==> src/rtl/sync_fifo_wr_arbiter.sv <==
// sync_fifo_wr_arbiter: round-robin, packet-granular arbiter sharing one FIFO write port
module sync_fifo_wr_arbiter #(
   parameter  int C_NUM_CHNL  = 4,
   parameter  int C_WIDTH     = 32,
   parameter  int C_MAX_WORDS = 256,
   localparam int C_CHNL_BITS = (C_NUM_CHNL > 1) ? $clog2(C_NUM_CHNL) : 1,
   localparam int C_CNT_BITS  = $clog2(C_MAX_WORDS + 1)
) (
   input  logic                            clk_i,
   input  logic                            rst_n_i,
   input  logic [C_NUM_CHNL-1:0]           chnl_valid_i,
   input  logic [C_NUM_CHNL*C_WIDTH-1:0]   chnl_data_i,
   input  logic [C_NUM_CHNL-1:0]           chnl_last_i,
   output logic [C_NUM_CHNL-1:0]           chnl_ready_o,
   output logic [C_WIDTH+C_CHNL_BITS:0]    fifo_wr_data_o,
   output logic                            fifo_wr_en_o,
   input  logic                            fifo_full_i,
   output logic [C_NUM_CHNL-1:0]           gnt_o,
   output logic                            busy_o,
   output logic [C_CNT_BITS-1:0]           burst_cnt_o
);

   typedef enum logic {S_IDLE, S_XFER} state_t;

   state_t                 state_q, state_d;
   logic [C_CHNL_BITS-1:0] gnt_idx_q, gnt_idx_d;
   logic [C_CHNL_BITS-1:0] last_gnt_q, last_gnt_d;
   logic [C_CNT_BITS-1:0]  burst_cnt_q, burst_cnt_d;
   logic [C_CHNL_BITS-1:0] rr_idx, sel_idx;
   logic                   sel_vld;
   logic                   g_valid, g_last, xfer, done;
   logic [C_WIDTH-1:0]     g_data;

   // state register; reset leaves last grant on the top channel so channel 0 wins first
   always_ff @(posedge clk_i or negedge rst_n_i) begin
      if (!rst_n_i) begin
         state_q     <= S_IDLE;
         gnt_idx_q   <= '0;
         last_gnt_q  <= C_CHNL_BITS'(C_NUM_CHNL - 1);
         burst_cnt_q <= '0;
      end else begin
         state_q     <= state_d;
         gnt_idx_q   <= gnt_idx_d;
         last_gnt_q  <= last_gnt_d;
         burst_cnt_q <= burst_cnt_d;
      end
   end

   // round-robin search: first requester after the last grant, lowest distance wins
   always_comb begin
      sel_vld = 1'b0;
      sel_idx = '0;
      rr_idx  = '0;
      for (int k = C_NUM_CHNL; k >= 1; k--) begin
         rr_idx = (int'(last_gnt_q) + k >= C_NUM_CHNL) ? C_CHNL_BITS'(int'(last_gnt_q) + k - C_NUM_CHNL)
                                                       : C_CHNL_BITS'(int'(last_gnt_q) + k);
         if (chnl_valid_i[rr_idx]) begin
            sel_vld = 1'b1;
            sel_idx = rr_idx;
         end
      end
   end

   // granted-channel mux plus accept and grant-exit conditions
   always_comb begin
      g_valid = 1'b0;
      g_last  = 1'b0;
      g_data  = '0;
      for (int i = 0; i < C_NUM_CHNL; i++) begin
         if (gnt_idx_q == C_CHNL_BITS'(i)) begin
            g_valid = chnl_valid_i[i];
            g_last  = chnl_last_i[i];
            g_data  = chnl_data_i[i*C_WIDTH +: C_WIDTH];
         end
      end
      xfer = (state_q == S_XFER) && g_valid && !fifo_full_i;
      done = xfer && (g_last || burst_cnt_q == C_CNT_BITS'(C_MAX_WORDS - 1));
   end

   // next state: IDLE always lasts one cycle, so consecutive grants get a bubble
   always_comb begin
      state_d     = state_q;
      gnt_idx_d   = gnt_idx_q;
      last_gnt_d  = last_gnt_q;
      burst_cnt_d = burst_cnt_q;
      if (state_q == S_IDLE) begin
         state_d   = sel_vld ? S_XFER : S_IDLE;
         gnt_idx_d = sel_vld ? sel_idx : gnt_idx_q;
      end else if (xfer) begin
         state_d     = done ? S_IDLE : S_XFER;
         last_gnt_d  = done ? gnt_idx_q : last_gnt_q;
         burst_cnt_d = done ? '0 : burst_cnt_q + C_CNT_BITS'(1);
      end
   end

   // outputs: write strobe and READY follow the accept condition combinationally
   always_comb begin
      busy_o         = (state_q == S_XFER);
      fifo_wr_en_o   = xfer;
      fifo_wr_data_o = {g_last, gnt_idx_q, g_data};
      burst_cnt_o    = burst_cnt_q;
      for (int i = 0; i < C_NUM_CHNL; i++) begin
         gnt_o[i]        = busy_o && (gnt_idx_q == C_CHNL_BITS'(i));
         chnl_ready_o[i] = xfer && (gnt_idx_q == C_CHNL_BITS'(i));
      end
   end

   // the FIFO is never written while it reports full
   a_no_wr_full : assert property (@(posedge clk_i) disable iff (!rst_n_i) !(fifo_wr_en_o && fifo_full_i));

   // at most one channel holds the grant
   a_gnt_onehot : assert property (@(posedge clk_i) disable iff (!rst_n_i) $onehot0(gnt_o));

endmodule

==> config.mk <==
export PLATFORM = sky130hd
export DESIGN_NAME = sync_fifo_wr_arbiter
export DESIGN_NICKNAME = d
export VERILOG_FILES = /design/src/rtl/sync_fifo_wr_arbiter.sv
export SDC_FILE = /design/constraint.sdc
export NUM_CORES = 1
export LEC_CHECK = 0
export CORE_AREA = 2 2 75 77
export DETAILED_ROUTE_END_ITERATION = 8
export DIE_AREA = 0 0 77 79
export DONT_BUFFER_PORTS = 1
export GPL_TIMING_DRIVEN = 0
export MAX_ROUTING_LAYER = met4
export SYNTH_ARGS = -nofsm -noshare
export SYNTH_HDL_FRONTEND = slang
export SYNTH_SLANG_ARGS = --single-unit
==> constraint.sdc <==
create_clock -name clk_i -period 2.25 [get_ports clk_i]
set_input_delay 0 -clock clk_i [delete_from_list [all_inputs] [get_ports clk_i]]
set_output_delay 0 -clock clk_i [all_outputs]
set_load 0.02 [all_outputs]
==> results.md <==
* Core footprint at 0.00534 mm2
* Syn Inst Count at 128
* Max Fclk at 0.441 GHz
* Final Skew at 0.00217 ns
* CP Cell Sequence: ha_4 -> and3_4 -> and3_4 -> and3_4 -> ha_4 -> or2_0 -> clkbuf_8 -> buf_4 -> o21ai_0 -> a22o_1
* Slowest cell on crit path: dfrtp_2
* Synth-to-Final Area Change at 18.3%
* Initial Util at 30.7%
* I/O pin total at 193
* Post-synthesis cell area at 0.00164 mm2
* FF+latch area at 357 um2
* Async S/R FF share, synth at 100%
* Most frequent cells after synthesis: mux4_2, dfrtp_1, o21ai_0
* Synth area leaders: mux4_2, dfrtp_1, dfstp_2
* Vias at 1409
* Final WL at 6670 um
* Final setup violation count at 3
* Least-Margin Pin Slew at 0.759 ns
* Int Power at 1.33 mW
* Routed vias/inst at 6.65
* Clock Root Buffer: clkbuf_8
* Worst r2r src: burst_cnt_o[0]
* TritonRoute pass-1 iters at 4
* CP max FO at 6
* Cell mode on critical path: and3_4
* Post-synth EDFFs at 0
* H-Tree Depth at 1
* Setup crit start: burst_cnt_o[0]
* Hold endpoint: gnt_idx_q[0]
* Setup WS pre-CTS at -0.171 ns
* Reg2reg end: burst_cnt_o[6]
* Final Wtd Congestion at 0.930
* Reg power frac at 18.9%
* Sequential-to-total area share from yosys stat at 21.6%
* Clock period minus worst slack at 2.27 ns
* Power Dens Cells at 1440 mW/mm2
* Unrepaired setup endpoints after global routing: yes
* Clock latency on the worst-skew pair at 0.24 ns
* Average size of a mapped cell at 12.8 um2
* Worst r2r path cells at 10
* Top-count cell post-synth: mux4_2
* Vias in the first global route at 1482
* Critical path class: flop to flop
* First DRT Iteration DRCs at 66
* Die area at 0.00608 mm2
* Worst-path clk slew at 0.06 ns
* Post-synthesis register bit count at 14
* Row Count at 27
* Setup slack, reg-to-reg at -0.02 ns
* WL per Instance at 31.5 um
* Top FF cell, synth: dfrtp_1
* Fin. max-slew vios at 0
* Maximum vdd drop at 477 uV
* Die H at 79 um
* GR Overflow Total at 0
* Ys Warns at 0
* Data required time of the critical path at 2.43 ns
* WP data arrival at 2.45 ns
* CTS Sinks at 14
* Antenna Violating Nets Remaining at 0
* Max-Cap Viols at 0
* First-pass GRT wire length at 9280 um
* Yosys top cell by area: mux4_2
* GRT Total Usage at 20.8%
* Startpoint Class: flop
* Worst hold path type: primary input to flop
* Post-DP Area at 0.00173 mm2
* Distinct cells, synth at 35
* Cts bufs inserted at 3
* Final worst setup slack at -0.0177 ns
* Syn_nets at 269
* Post-route DRC violation count at 0
* Top-area cell type share of the netlist area at 46.8%
* Combinational Power Share at 72.4%
* Largest net degree at the start of global routing at 15
* Critical hold path startpoint: chnl_valid_i[2]
* Failing checks: negative setup slack
* HPWL after DPL at 5700 um
* Outcome: complete, but fails checks
* IO buf count at 0
* Relative slew slack at 49.3%
* Die X at 77 um
* Design area at 0.00194 mm2
* Fin. Hold Viols at 0
* Layout Nets at 279
* P_sw at 1.46 mW
* Fin crit share at 101%
* Clock share of power at 8.6%
* CP endpoint kind: flop
* Leak Pwr at 0.703 nW
* CTS tree: done
* Fillers at 544
* Multi-input logic area at 0.00130 mm2
* Critical Path Max Stage Delay at 0.50 ns
* Clk buf depth at 2
* Initial antenna violation count at 3
* Sw frac at 52.4%
* Share of cells above drive strength 1 at 54.0%
* Hold path depth at 2
layer usage:
metal  global-route usage, %  wire, um
met5                       -         0
met1                    20.6      2040
met2                    37.1      3610
met4                    3.75        74
met3                    10.9       944
registers in the layout (all words and copies together), names as in the netlist:
register and cells:
burst_cnt_o 9, busy_o 1, gnt_idx_q 2, last_gnt_q 2
worst max-delay path, delay by kind of cell, from the launching register on:
family | cells | cell delay, ns
compound gates | 2 | 0.29
buf+inv | 2 | 0.31
fa+ha+maj | 2 | 0.35
simple gates | 4 | 0.75
flops | 1 | 0.50
worst max-delay path by stage:
stage,slack (ns),endpoint
2_1_floorplan,0.009,burst_cnt_o[3]
3_3_place_gp,-0.13,burst_cnt_o[1]
3_5_place_dp,-0.17,last_gnt_q[0]
4_1_cts,0.006,burst_cnt_o[7]
5_1_grt,-0.05,burst_cnt_o[5]
6_report,-0.02,burst_cnt_o[6]
power groups by stage:
stage	clock network, mW	registers, mW	logic [mW]
floorplan	0	0.486	1.66
global placement	0	0.513	1.86
detailed placement	0	0.520	1.91
CTS	0.244	0.527	1.99
global route	0.256	0.546	2.13
finish	0.241	0.528	2.02
cell type report:
class	count	area share, %
Multi-Input combinational cell	100	67.4
Clock buffer	4	2.84
Sequential cell	14	18.4
Buffer	12	3.68
Timing Repair Buffer	5	2.07
Inverter	2	0.582
Tap cell	72	4.65
Antenna cell	3	0.388
stage by stage:
step	utilization (%)	TNS [ns]	hold WS, ns	power, mW	instances
final	36.3	-0.0478	0.0484	2.79	212
after global routing	36.3	-0.243	0.0571	2.93	212
after CTS	35.4	0	0.0530	2.76	207
after detailed placement	32.4	-1.50	-0.295	2.43	200
after global placement	32.4	-1.16	-0.295	2.37	200
after floorplan	-	0	-0.296	2.14	128
cell usage in the layout, fill, tap and decap left out, types with 2 or more instances in the layout:
master	instances
buf_4	5
dfrtp_1	9
and3_1	3
and3b_1	3
clkbuf_8	5
nor2_1	4
nor3b_1	2
nand2b_1	2
and3_4	3
nand2_1	5
nor2b_1	4
nand3_1	2
o21ai_0	4
a21oi_1	3
clkbuf_1	5
dfrtp_2	3
o21ai_2	3
a22o_1	6
mux4_2	34
buf_2	3
dfstp_2	2
mux2_4	2
nor3_1	2
ha_4	2
diode_2	3
cells by family after synthesis:
group           synth area share, %
mux                            49.5
simple gates                   13.7
compound gates                 9.56
buf+inv                        4.20
flops                          21.6
fa+ha+maj                      1.53
what timing repair did:
action | 4_1_cts | 5_1_grt
resized for setup | 18 | 7
pin swaps | 4 | 5
endpoints found under the setup margin | 13 | 8
endpoints found under the hold margin | 14 | 0
hold buffers | 1 | 0
buffers inserted | 2 | 2
Power figures use the tool's default switching activity.
